==> src/rtl/tt_ctrl_pkg.sv <==
// -----------------------------------------------------------------------------
// tt_ctrl_pkg
// Shared definitions for the controller design-select path: the select/enable
// FSM state encoding, the default select-address width and the layout of the
// select/enable fields on the vertical spine (shared with the branch muxes).
// -----------------------------------------------------------------------------
package tt_ctrl_pkg;

  // Design-select FSM states
  typedef enum logic [1:0] {
    ST_OFF    = 2'd0,
    ST_SETTLE = 2'd1,
    ST_ON     = 2'd2
  } ctrl_state_e;

  // Spine field layout: enable bit at the bottom, select address above it
  localparam int SPINE_SEL_W   = 10;
  localparam int SPINE_ENA_OFS = 0;
  localparam int SPINE_SEL_OFS = 1;
  localparam int SPINE_CTRL_W  = SPINE_SEL_OFS + SPINE_SEL_W;

  // Default design-select address width matches the spine select field
  localparam int DEF_SEL_W = SPINE_SEL_W;

  // Next address for an increment, wrapping to zero past the highest legal one
  function automatic int unsigned next_sel(input int unsigned cur,
                                           input int unsigned max_sel);
    if (cur >= max_sel) begin
      return 32'd0;
    end else begin
      return cur + 32'd1;
    end
  endfunction

endpackage

==> src/rtl/tt_sync_edge.sv <==
// -----------------------------------------------------------------------------
// tt_sync_edge
// Multi-flop synchroniser for one asynchronous pad with a rising-edge strobe.
//   clk, rst_n : system clock, asynchronous active-low reset
//   din        : raw asynchronous pad input
//   level      : synchronised level (valid SYNC_STAGES edges after sampling)
//   rise       : one-cycle strobe when the synchronised level goes 0 -> 1
// Every flop, including the edge history, resets to RST_VAL so a pad that is
// already at RST_VAL when reset releases never produces a spurious edge.
// -----------------------------------------------------------------------------
module tt_sync_edge #(
  parameter int   SYNC_STAGES = 2,
  parameter logic RST_VAL     = 1'b0
) (
  input  logic clk,
  input  logic rst_n,
  input  logic din,
  output logic level,
  output logic rise
);

  logic [SYNC_STAGES-1:0] sync_r;
  logic                   hist_r;

  // Synchroniser shift chain (new sample enters at bit 0) plus level history
  always_ff @(posedge clk or negedge rst_n) begin
    if (!rst_n) begin
      sync_r <= {SYNC_STAGES{RST_VAL}};
      hist_r <= RST_VAL;
    end else begin
      sync_r <= {sync_r[SYNC_STAGES-2:0], din};
      hist_r <= sync_r[SYNC_STAGES-1];
    end
  end

  assign level = sync_r[SYNC_STAGES-1];
  assign rise  = sync_r[SYNC_STAGES-1] & ~hist_r;

endmodule

==> src/rtl/tt_ctrl_sel.sv <==
// -----------------------------------------------------------------------------
// tt_ctrl_sel
// Design-select front end for the controller. Synchronises the three control
// pads, keeps the selected-design address and sequences the user-module enable
// through a settle window so the enable is never high with a stale address.
//   clk, rst_n     : system clock, asynchronous active-low reset
//   ctrl_sel_rst_n : raw pad, low clears the address
//   ctrl_sel_inc   : raw pad, each rising edge increments the address
//   ctrl_ena       : raw pad, high requests the selected design enabled
//   sel            : current design-select address (spine select field)
//   um_ena         : enable to the selected user module (spine enable bit)
//   busy           : high while the enable is settling
//   sel_chg        : one-cycle pulse on the cycle sel changes
// All outputs are flops; there is no combinational path from pads to outputs.
// -----------------------------------------------------------------------------
module tt_ctrl_sel
  import tt_ctrl_pkg::*;
#(
  parameter int SEL_W       = DEF_SEL_W,
  parameter int MAX_SEL     = 1023,
  parameter int SYNC_STAGES = 2,
  parameter int SETTLE_CYC  = 4
) (
  input  logic             clk,
  input  logic             rst_n,
  input  logic             ctrl_sel_rst_n,
  input  logic             ctrl_sel_inc,
  input  logic             ctrl_ena,
  output logic [SEL_W-1:0] sel,
  output logic             um_ena,
  output logic             busy,
  output logic             sel_chg
);

  localparam int             CNT_W    = (SETTLE_CYC > 1) ? $clog2(SETTLE_CYC) : 1;
  localparam logic [CNT_W-1:0] CNT_LOAD = CNT_W'(SETTLE_CYC - 1);

  // Synchronised pad levels and strobes
  logic sel_rst_s;
  logic inc_lvl_unused_s;
  logic inc_edge_s;
  logic ena_s;
  logic sel_rst_rise_unused_s;
  logic ena_rise_unused_s;

  // Address update and FSM state
  logic [SEL_W-1:0] sel_nxt_s;
  logic             chg_s;
  logic             ena_ok_s;
  logic [SEL_W-1:0] sel_r;
  logic             sel_chg_r;
  ctrl_state_e      state_r;
  logic [CNT_W-1:0] cnt_r;
  logic             um_ena_r;
  logic             busy_r;

  // Image of the spine control fields as the controller packs them
  logic [SPINE_CTRL_W-1:0] spine_img_unused_s;

  // Address clear pad: reset low keeps the address cleared until the pad reads high
  tt_sync_edge #(.SYNC_STAGES(SYNC_STAGES), .RST_VAL(1'b0)) u_sync_sel_rst (
    .clk   (clk),
    .rst_n (rst_n),
    .din   (ctrl_sel_rst_n),
    .level (sel_rst_s),
    .rise  (sel_rst_rise_unused_s)
  );

  // Increment pad: reset high so a pad held high through reset is not an edge
  tt_sync_edge #(.SYNC_STAGES(SYNC_STAGES), .RST_VAL(1'b1)) u_sync_inc (
    .clk   (clk),
    .rst_n (rst_n),
    .din   (ctrl_sel_inc),
    .level (inc_lvl_unused_s),
    .rise  (inc_edge_s)
  );

  // Enable request pad
  tt_sync_edge #(.SYNC_STAGES(SYNC_STAGES), .RST_VAL(1'b0)) u_sync_ena (
    .clk   (clk),
    .rst_n (rst_n),
    .din   (ctrl_ena),
    .level (ena_s),
    .rise  (ena_rise_unused_s)
  );

  assign ena_ok_s = ena_s & sel_rst_s;

  // Next address and change event; clear has priority over increment
  always_comb begin
    sel_nxt_s = sel_r;
    chg_s     = 1'b0;
    if (!sel_rst_s) begin
      sel_nxt_s = {SEL_W{1'b0}};
      chg_s     = (sel_r != {SEL_W{1'b0}});
    end else if (inc_edge_s) begin
      sel_nxt_s = SEL_W'(next_sel(32'(sel_r), 32'(MAX_SEL)));
      chg_s     = 1'b1;
    end else begin
      sel_nxt_s = sel_r;
      chg_s     = 1'b0;
    end
  end

  // Address register and its change pulse
  always_ff @(posedge clk or negedge rst_n) begin
    if (!rst_n) begin
      sel_r     <= {SEL_W{1'b0}};
      sel_chg_r <= 1'b0;
    end else begin
      sel_r     <= sel_nxt_s;
      sel_chg_r <= chg_s;
    end
  end

  // Enable sequencer; um_ena/busy are decoded from the state being entered,
  // so um_ena drops on the same edge a new address lands on sel
  always_ff @(posedge clk or negedge rst_n) begin
    if (!rst_n) begin
      state_r  <= ST_OFF;
      cnt_r    <= {CNT_W{1'b0}};
      um_ena_r <= 1'b0;
      busy_r   <= 1'b0;
    end else begin
      case (state_r)
        ST_OFF: begin
          if (ena_ok_s) begin
            state_r  <= ST_SETTLE;
            cnt_r    <= CNT_LOAD;
            busy_r   <= 1'b1;
            um_ena_r <= 1'b0;
          end else begin
            state_r  <= ST_OFF;
            busy_r   <= 1'b0;
            um_ena_r <= 1'b0;
          end
        end
        ST_SETTLE: begin
          if (!ena_ok_s) begin
            state_r  <= ST_OFF;
            busy_r   <= 1'b0;
            um_ena_r <= 1'b0;
          end else if (chg_s) begin
            state_r  <= ST_SETTLE;
            cnt_r    <= CNT_LOAD;
            busy_r   <= 1'b1;
            um_ena_r <= 1'b0;
          end else if (cnt_r == {CNT_W{1'b0}}) begin
            state_r  <= ST_ON;
            busy_r   <= 1'b0;
            um_ena_r <= 1'b1;
          end else begin
            state_r  <= ST_SETTLE;
            cnt_r    <= cnt_r - CNT_W'(1);
            busy_r   <= 1'b1;
            um_ena_r <= 1'b0;
          end
        end
        ST_ON: begin
          if (!ena_ok_s) begin
            state_r  <= ST_OFF;
            busy_r   <= 1'b0;
            um_ena_r <= 1'b0;
          end else if (chg_s) begin
            state_r  <= ST_SETTLE;
            cnt_r    <= CNT_LOAD;
            busy_r   <= 1'b1;
            um_ena_r <= 1'b0;
          end else begin
            state_r  <= ST_ON;
            busy_r   <= 1'b0;
            um_ena_r <= 1'b1;
          end
        end
        default: begin
          state_r  <= ST_OFF;
          cnt_r    <= {CNT_W{1'b0}};
          busy_r   <= 1'b0;
          um_ena_r <= 1'b0;
        end
      endcase
    end
  end

  assign spine_img_unused_s[SPINE_ENA_OFS]                = um_ena_r;
  assign spine_img_unused_s[SPINE_SEL_OFS +: SPINE_SEL_W] = SPINE_SEL_W'(sel_r);

  assign sel     = sel_r;
  assign um_ena  = um_ena_r;
  assign busy    = busy_r;
  assign sel_chg = sel_chg_r;

endmodule

==> config.mk <==
export PLATFORM = sky130hd
export DESIGN_NAME = tt_ctrl_sel
export DESIGN_NICKNAME = d
export VERILOG_FILES = /design/src/rtl/tt_ctrl_pkg.sv /design/src/rtl/tt_sync_edge.sv /design/src/rtl/tt_ctrl_sel.sv
export SDC_FILE = /design/constraint.sdc
export NUM_CORES = 1
export LEC_CHECK = 0
export CORE_MARGIN = 2
export CORE_UTILIZATION = 45
export CTS_BUF_LIST = sky130_fd_sc_hd__clkbuf_16
export DETAILED_ROUTE_END_ITERATION = 8
export PLACE_DENSITY = 0.68
export SLEW_MARGIN = 20
export SYNTH_ARGS = -nofsm -noshare
export SYNTH_HDL_FRONTEND = slang
export SYNTH_SLANG_ARGS = --single-unit
==> constraint.sdc <==
create_clock -name clk -period 3.2 [get_ports clk]
set_input_delay 0.64 -clock clk [delete_from_list [all_inputs] [get_ports clk]]
set_output_delay 0.64 -clock clk [all_outputs]
set_load 0.02 [all_outputs]
## Yosys cells after proc, flatten, opt, wreduce, memory -nomap -nowiden

Cells that the tools add are included.

| word-level totals | value |
|---|---|
| bits in registers | 24 |
| input bits | 5 |
| output and inout bits | 13 |
| logic and storage cells | 60 |

| operators by class | value |
|---|---|
| $add $sub $neg | 2 |
| $lt $le $gt $ge | 1 |
| eq/ne operators | 8 |
| multiplexer cells | 32 |
| bitwise logic cells | 3 |
| reduce and logical (&&, ||, !) cells | 4 |

Operators by type and width:

| cell | count |
|---|---|
| $mux W10 | 3 |
| $mux W2 | 11 |
| $mux W1 | 14 |
| $pmux W2 S3 | 2 |
| $add A10 B1 Y10 const B | 1 |
| $ge A10 B10 Y1 const B | 1 |
| $ne A2 B2 Y1 const B | 5 |
| $reduce_bool A10 Y1 | 1 |
| $reduce_and A5 Y1 | 1 |
| $logic_not A2 Y1 | 2 |
| $ne A3 B3 Y1 const B | 1 |
| $pmux W1 S3 | 1 |
| $and A1 B1 Y1 | 2 |
| $eq A2 B1 Y1 const B | 1 |
| $eq A2 B2 Y1 const B | 1 |
| $pmux W1 S2 | 1 |
| $sub A2 B1 Y2 const B | 1 |
| $not A1 Y1 | 1 |

## Depth between registers and ports, before layout

Gate-level depths: netlist (run 1).

| depth | value |
|---|---|
| word-level depth | 7 |
| mapped depth | 6 |
| gate-level depth less buffers | 6 |

## Cells and area by module

A second synthesis (run 1) with hierarchy kept.

| unflattened totals | value |
|---|---|
| cell total of the unflattened synthesis | 112 |
| area, all modules | 1222.4 um^2 |

Modules (own cells, without submodules):

| module | times used | cells an instance | area each (um^2) | seq. area each (um^2) |
|---|---|---|---|---|
| tt_ctrl_sel | 1 | 100 | 952.2 | 425.4 |
| tt_sync_edge (u_sync_ena ...) | 2 | 4 | 88.8 | 75.1 |
| tt_sync_edge (u_sync_inc) | 1 | 4 | 92.6 | 78.8 |

## Least setup slack after synthesis (run 1)

OpenSTA, ideal clock, no wires.

| path | value |
|---|---|
| path type | register -> register |
| start | register sel_r[0] (netlist: sel[0]) |
| end | register busy_r (netlist: busy) |
| setup time | 0.077 ns |
| data arrival time | 1.459 ns |
| required time | 3.123 ns |
| path slack | 1.663 ns |
| stages on the path, launching flop included | 7 |
| path buffers | 0 |
| clock period less this slack | 1.537 ns |
| path through | dfrtp_1 inv_1 ha_1 nor4b_2 a32oi_2 o21ai_1 a21oi_1 |

| between the ends | value |
|---|---|
| longest elaborated chain between the ends | 5 |

RTL lines:

| what | line | RTL |
|---|---|---|
| from (decl) | tt_ctrl_sel.sv:50 | `logic [SEL_W-1:0] sel_r;` |
| from (signal assigned) | tt_ctrl_sel.sv:108 | `sel_r <= {SEL_W{1'b0}};` |
| from (signal assigned) | tt_ctrl_sel.sv:111 | `sel_r <= sel_nxt_s;` |
| $reduce_bool A10 Y1 (*) | tt_ctrl_sel.sv:95 | `chg_s = (sel_r != {SEL_W{1'b0}});` |
| $mux W1 (*) | tt_ctrl_sel.sv:93 | `if (!sel_rst_s) begin` |
| net chg_s | tt_ctrl_sel.sv:48 | `logic chg_s;` |
| $mux W1, on equally long branches | tt_ctrl_sel.sv:164, tt_ctrl_sel.sv:143 |  |
| $mux W1, on equally long branches | tt_ctrl_sel.sv:160, tt_ctrl_sel.sv:139 |  |
| $pmux W1 S3 (*) | tt_ctrl_sel.sv:125 | `case (state_r)` |
| to (signal assigned) | tt_ctrl_sel.sv:130 | `busy_r <= 1'b1;` |
| to (signal assigned) | tt_ctrl_sel.sv:162 | `busy_r <= 1'b0;` |
| to (signal assigned) | tt_ctrl_sel.sv:167 | `busy_r <= 1'b1;` |
| to (decl) | tt_ctrl_sel.sv:55 | `logic busy_r;` |

Mark *: on every way through the listed nets, which the timed path passes. The rest lies on a longest branch.
A chain may end at the register's enable or synchronous reset.

## Worst setup path after layout (run 1)

| path | value |
|---|---|
| start | register sel_r[3] (netlist: sel[3]) |
| end | output port sel[3] |

RTL lines:

| what | line | RTL |
|---|---|---|
| to (decl) | tt_ctrl_sel.sv:29 | `output logic [SEL_W-1:0] sel,` |

No word-level cell between the ends.

==> run metrics, run 1 <==
status=finished, final reports clean; Rows=18; syn nets=about 120; Initial Utilization=around half; flops & latches, synth=24; Post-Synth XOR/XNOR Area=2.19%; r2r endpoint=cnt_r[1]; mapped cell area=around 1200 um^2; clock net sink count=24; post-synth cell types=39; GPL Wtd Cong=around 0.83; Fillers=roughly 210; Avg Cell Area, Syn=around 11 um^2; Hold Slack=0.350 ns; worst-margin pin slew=0.415 ns; Max VDD drop=roughly 380 uV; final critical-path share of the clock period=62.8%; clk_skew=0.00219 ns; Synth Flop Type=dfrtp_1; P_leak=0.612 nW; Wirelength per Cell=approximately 14 um; startpoint class of the critical path=register; Critical Path, Cell by Cell=clkdlybuf4s50_1; vias in the first global route=between 900 and 1k; layout cells sized above 1=between 10% and 20%; Max Cap Viol=0; Via-to-Cell Ratio=5.64; final setup fails=0; HP Start=u_sync_sel_rst.sync_r[0]; family with the most delay on the worst path=buffers and inverters; global-route wire length before repair=about 4100 um; mux cell area share after synthesis=0%; Arr. time, crit path=around 1.4 ns; top cell type's share of synthesized area=between 40 and 50%; total core area=about 2500 um^2; Synth area leader=dfrtp_1; Critical Path Slowest Stage Cell=clkdlybuf4s50_1; Initial DRC Count=48; CTS root buf=clkbuf_16; Min-Delay Endpoint=u_sync_sel_rst.sync_r[1]; largest net degree at the start of global routing=25; Ys Warns=0; Final Hold Vio Count=0; WP buf/inv=1; PostCTS Resize Cnt=0; initial antenna violation count=0; remaining antenna violation count=0; Worst slew margin=a little under three quarters; diode count=0; RSZ-0062 raised after global routing=no; Synth Area in Adders=around 7.3%; CTS tree=built; largest cells by area after synthesis=dfrtp_1 44%, ha_1 7.3%, dfstp_2 6.6%, inv_1 3.1%, nor2_1 3.1%; Worst Reg-to-Reg Cells=6; total CTS buffers=3; drc violations=0; Worst-path clk slew=about 0.06 ns; I/O pins=18; Worst Setup End Kind=primary output; reg2reg setup slack=1.59 ns; sequential area share after synthesis=slightly above 50%; Routed WL=approximately 2300 um; Fmax=497 MHz; area grow syn2layout=23.2%; Synth Area in Simple Gates=21.0%; number of enable-type register cells in the synthesized netlist=0; Final Max Slew Viols=0; die footprint=between 3000 and 4000 um^2; Synth Area in Compound Gates=between 10% and 20%; CP Launch Point=sel[3]; Max Buffers Root-to-Sink=2; # Post-CTS Setup Buffers=0; die height=between 50 and 60 um; clk_lat worst skew=0.25 ns; Final TNS setup=0 ns; Syn Inst Count=112; fin nets=between 100 and 150; Pre-Repair DR Iteration Count=4; vias=about 910; Crit Path Class=register to primary output; Hold Crit Depth=0; Async SR Flop Fraction=100%; DIE WIDTH=55.7 um; Hold Crit Class=register to register; Power Dens Cells=approximately 480 nW/um^2; Hold-fix buffers, CTS=0; H-tree levels=1; crit path max fanout=7; GR Util All Layers=~17%; final core utilization=59.2%; reg2reg start=sel[0]; CP required=~2.6 ns; PortBufs=17; GR Overflow Total=0; minimum clock period after layout=slightly above 2 ns; slowest stage delay, CP=between 0.6 and 0.7 ns; largest family of logic cells by synthesized area=simple AND/OR/NAND/NOR gates
-- worst max-delay path by stage --
| stage | cells past startpoint | to | slack [ns] |
|---|---|---|---|
| 6_report | 1 | sel[3] | 1.19 |
| 5_1_grt | 1 | sel[3] | 1.15 |
| 4_1_cts | 1 | sel[3] | 1.19 |
| 3_5_place_dp | 1 | sel[3] | 1.46 |
| 3_3_place_gp | 1 | sel[3] | 1.48 |
| 2_1_floorplan | 6 | busy | 1.66 |
-- layout by cell type (no fill, tap or decap), types with 2 or more instances in the layout --
cell / instances
nand3_1: 5
nand2b_1: 3
o221ai_1: 2
nor2b_1: 2
a21oi_1: 4
nand2_1: 5
nand3_2: 2
dfstp_2: 3
xnor2_1: 2
nor2_1: 10
nor3_1: 5
nand4_1: 2
ha_1: 7
o21ai_0: 4
clkbuf_16: 3
nor4_2: 2
clkdlybuf4s50_1: 17
dfrtp_1: 21
o21ai_1: 2
inv_1: 10
-- worst register-to-register path: stages (launching register included) --
cell and delay, ns:
dfrtp_1 0.42, inv_1 0.11, ha_1 0.15, nor4b_2 0.30, a32oi_2 0.24, nor2b_1 0.15, o221ai_1 0.11
-- report_power, final --
group	internal (W)	leakage (nW)	switching, W
clock	0.000167	0.0385	0.0000965
sequential	0.000323	0.304	0.0000117
combinational	0.0000467	0.269	0.0000599
total	0.000536	0.612	0.000168
-- synthesized netlist by cell type, types with 2 or more instances --
master and n:
dfrtp_1 21, inv_1 10, nor2_1 10, ha_1 7
nand2_1 5, nand3_1 5, nor3_1 5, a21oi_1 4
o21ai_0 4, dfstp_2 3, nand2b_1 3, nand3_2 2
nand4_1 2, nor2b_1 2, nor4_2 2, o21ai_1 2
o221ai_1 2, xnor2_1 2
-- area by class of cell --
type                       count  area (um^2)  share of cell area, %
clock buffer                   3         75.1                   5.07
clock inverter                 1         3.75                  0.254
multi-input combinational     76          544                   36.8
inverter                      10         37.5                   2.54
sequential                    24          604                   40.8
timing repair buffer          18          178                   12.0
tap                           30         37.5                   2.54
-- per-layer routing --
layer | up-vias | share of wire, % | global-route usage (%)
li1 | 438 | - | -
met1 | 443 | 44 | 20.4
met2 | 28 | 49 | 28.4
met3 | 5 | 4.8 | 3.95
met4 | 0 | 1.7 | 7.67
met5 | - | 0 | 0
-- flip-flops by register name, summed over array words and instances, names as in the netlist, 2 cells and up --
signal,count
sel,10
cnt_r,2
state_r,2
u_sync_ena.sync_r,2
u_sync_inc.sync_r,2
u_sync_sel_rst.sync_r,2
-- logic make-up after synthesis --
kind of cell             count (synthesis)
AND/OR/NAND/NOR                         43
flip-flops                              24
AO/OA/AOI/OAI                           23
buffers and inverters                   12
adder cells (fa/ha/maj)                  7
XOR/XNOR                                 3
-- metrics by stage --
stage / total power (W) / std cells / cell area [um^2] / setup WS (ns)
final: 0.000704 / 162 / 1480 / 1.19
after global routing: 0.000744 / 162 / 1480 / 1.15
after CTS: 0.000712 / 162 / 1480 / 1.19
after detailed placement: 0.000448 / 158 / 1400 / 1.46
after global placement: 0.000442 / 158 / 1400 / 1.48
after floorplan: 0.000406 / 112 / 1200 / 1.66
(Power assumes the default switching activity.)
==> run 2, diff against run 1 <==
--- a/config.mk
+++ b/config.mk
@@ -9,7 +9,7 @@
 export CORE_UTILIZATION = 45
 export CTS_BUF_LIST = sky130_fd_sc_hd__clkbuf_16
 export DETAILED_ROUTE_END_ITERATION = 8
-export PLACE_DENSITY = 0.68
+export PLACE_DENSITY = 0.71
 export SLEW_MARGIN = 20
 export SYNTH_ARGS = -nofsm -noshare
 export SYNTH_HDL_FRONTEND = slang
==> constraint.sdc (replaced) <==
create_clock -name clk -period 1.76 [get_ports clk]
set_input_delay 0.352 -clock clk [delete_from_list [all_inputs] [get_ports clk]]
set_output_delay 0.352 -clock clk [all_outputs]
set_load 0.02 [all_outputs]
==> run 2 against run 1 <==
Against the previous run: non-clock buffer count increased by 2; setup slack got worse by 1.1 ns; clock-buffer cell count unchanged; largest cell class unchanged; design area increased by 3.5%; combinational power increased by 84%; critical path depth unchanged.
==> run metrics, run 2 (synthesized netlist as in run 1, its figures left out) <==
commonest non-fill, non-tap cell in the layout=dfrtp_1; clk_lat worst skew=0.26 ns (about the same); clk_skew=0.00192 ns (-0.000273 ns); Power Dens Cells=943 nW/um^2 (+98%); status=finished, final reports clean; Final TNS setup=0 ns (unchanged); Rows=18 (unchanged); total core area=2500 um^2 (unchanged); Initial Utilization=48.0% (unchanged); vias in the first global route=893 (-3.1%); Initial DRC Count=14 (-71%); # Post-CTS Setup Buffers=0 (unchanged); CTS root buf=clkbuf_16; diode count=0 (unchanged); CTS tree=built; final critical-path share of the clock period=96.5%; initial antenna violation count=0 (unchanged); worst-margin pin slew=0.371 ns (-0.0439 ns); WP buf/inv=1 (unchanged); Via-to-Cell Ratio=5.63 (-0.25%); Final Hold Vio Count=0 (unchanged); Max Buffers Root-to-Sink=2 (unchanged); register area=604 um^2 (unchanged); final setup fails=0 (unchanged); GR Util All Layers=16.7% (-0.21 points); final core utilization=61.3% (+2.1 points); Max Cap Viol=0 (unchanged); area grow syn2layout=27.5%; Final Max Slew Viols=0 (unchanged); remaining antenna violation count=0 (unchanged); most frequent cells in the layout=21 x dfrtp_1, 13 x clkdlybuf4s50_1, 10 x inv_1, 10 x nor2_1, 7 x ha_1; RSZ-0062 raised after global routing=no; dpl hpwl=about 1700 um; Pre-Repair DR Iteration Count=4 (unchanged); vias=923 (+0.98%); global-route wire length before repair=4150 um (+0.48%); fin nets=147 (+1.4%); H-tree levels=1 (unchanged); GR Overflow Total=0 (unchanged); largest net degree at the start of global routing=25 (unchanged); Critical Path Slowest Stage Cell=clkdlybuf4s50_1; Hold Slack=0.349 ns (-0.000256 ns); total CTS buffers=3 (unchanged); family with the most delay on the worst path=buffers and inverters; Crit Path Class=register to primary output; Fillers=197 (-7.1%); PortBufs=17 (unchanged); DIE WIDTH=55.7 um (unchanged); non-filler instance count after layout=164 (+1.2%); Max VDD drop=1000 uV (+170%); Largest register FFs=10 (unchanged); drc violations=0 (unchanged); Fmax=approximately 590 MHz; crit path max fanout=5 (-2); total chip power=0.00144 W (+110%); minimum clock period after layout=1.70 ns; P_leak=0.710 nW (+16%); Routed WL=2370 um (+3.1%); CP required=1.41 ns (-1.15 ns); Hold Crit Class=register to register; Arr. time, crit path=1.35 ns (-0.02 ns); clock net sink count=24 (unchanged); cell total after placement=160 (+1.3%); GPL Wtd Cong=0.873 (+5.4%); Worst-path clk slew=0.06 ns (about the same); layout cells sized above 1=13.4% (+2.1 points); Critical Path, Cell by Cell=clkdlybuf4s50_1; Worst slew margin=74.7% (+3.0 points); die height=55.7 um (unchanged); die footprint=3100 um^2 (unchanged); I/O pins=18 (unchanged); Worst Setup End Kind=primary output; Wirelength per Cell=14.4 um (+1.8%); startpoint class of the critical path=register; slowest stage delay, CP=0.64 ns (about the same); area occupied by multi-input gates=544 um^2 (unchanged)
## run 2: through the flow
stage,setup slack (ns),instance area [um^2]
floorplan,0.223,1200
global placement,0.206,1420
detailed placement,0.161,1420
CTS,0.0170,1520
global route,0.00112,1530
finish,0.0618,1530
## run 2: final timing paths
path	endpoint	start	slack, ns	cells after the start
min in group asynchronous	state_r[0]	rst_n	0.46	2
worst max register to register	busy	sel[0]	0.14	6
worst min-delay path	u_sync_ena.sync_r[1]	u_sync_ena.sync_r[0]	0.35	0
worst max-delay path	sel[8]	sel[8]	0.06	1
worst min register to register	u_sync_ena.sync_r[1]	u_sync_ena.sync_r[0]	0.35	0
max in group asynchronous	u_sync_inc.sync_r[1]	rst_n	1.01	2
## run 2: cell type report
class,instances,share of cell area [%]
clock buffer,3,4.90
clock inverter,1,1.96
inverter,10,2.45
multi-input combinational,76,35.5
sequential,24,39.5
tap,30,2.45
timing repair buffer,20,13.2
## run 2: power by group
| part | switching [W] | internal (W) | leakage [nW] |
|---|---|---|---|
| Clock | 0.000188 | 0.000452 | 0.0511 |
| Combinational | 0.000109 | 0.0000882 | 0.354 |
| Sequential | 0.0000215 | 0.000587 | 0.304 |
## run 2: metal layers
metal	track usage, %	wire [um]	up-vias
met1	23.1	1120	445
met5	0	0	-
met4	3.14	19	0
met2	26.7	1100	28
li1	-	-	446
met3	4.19	124	4
## run 2: what timing repair did
action | CTS | global route
gates resized for setup | 0 | 4
endpoints found under the setup margin | 0 | 4
hold buffers | 0 | 0
hold endpoints to repair | 0 | 0
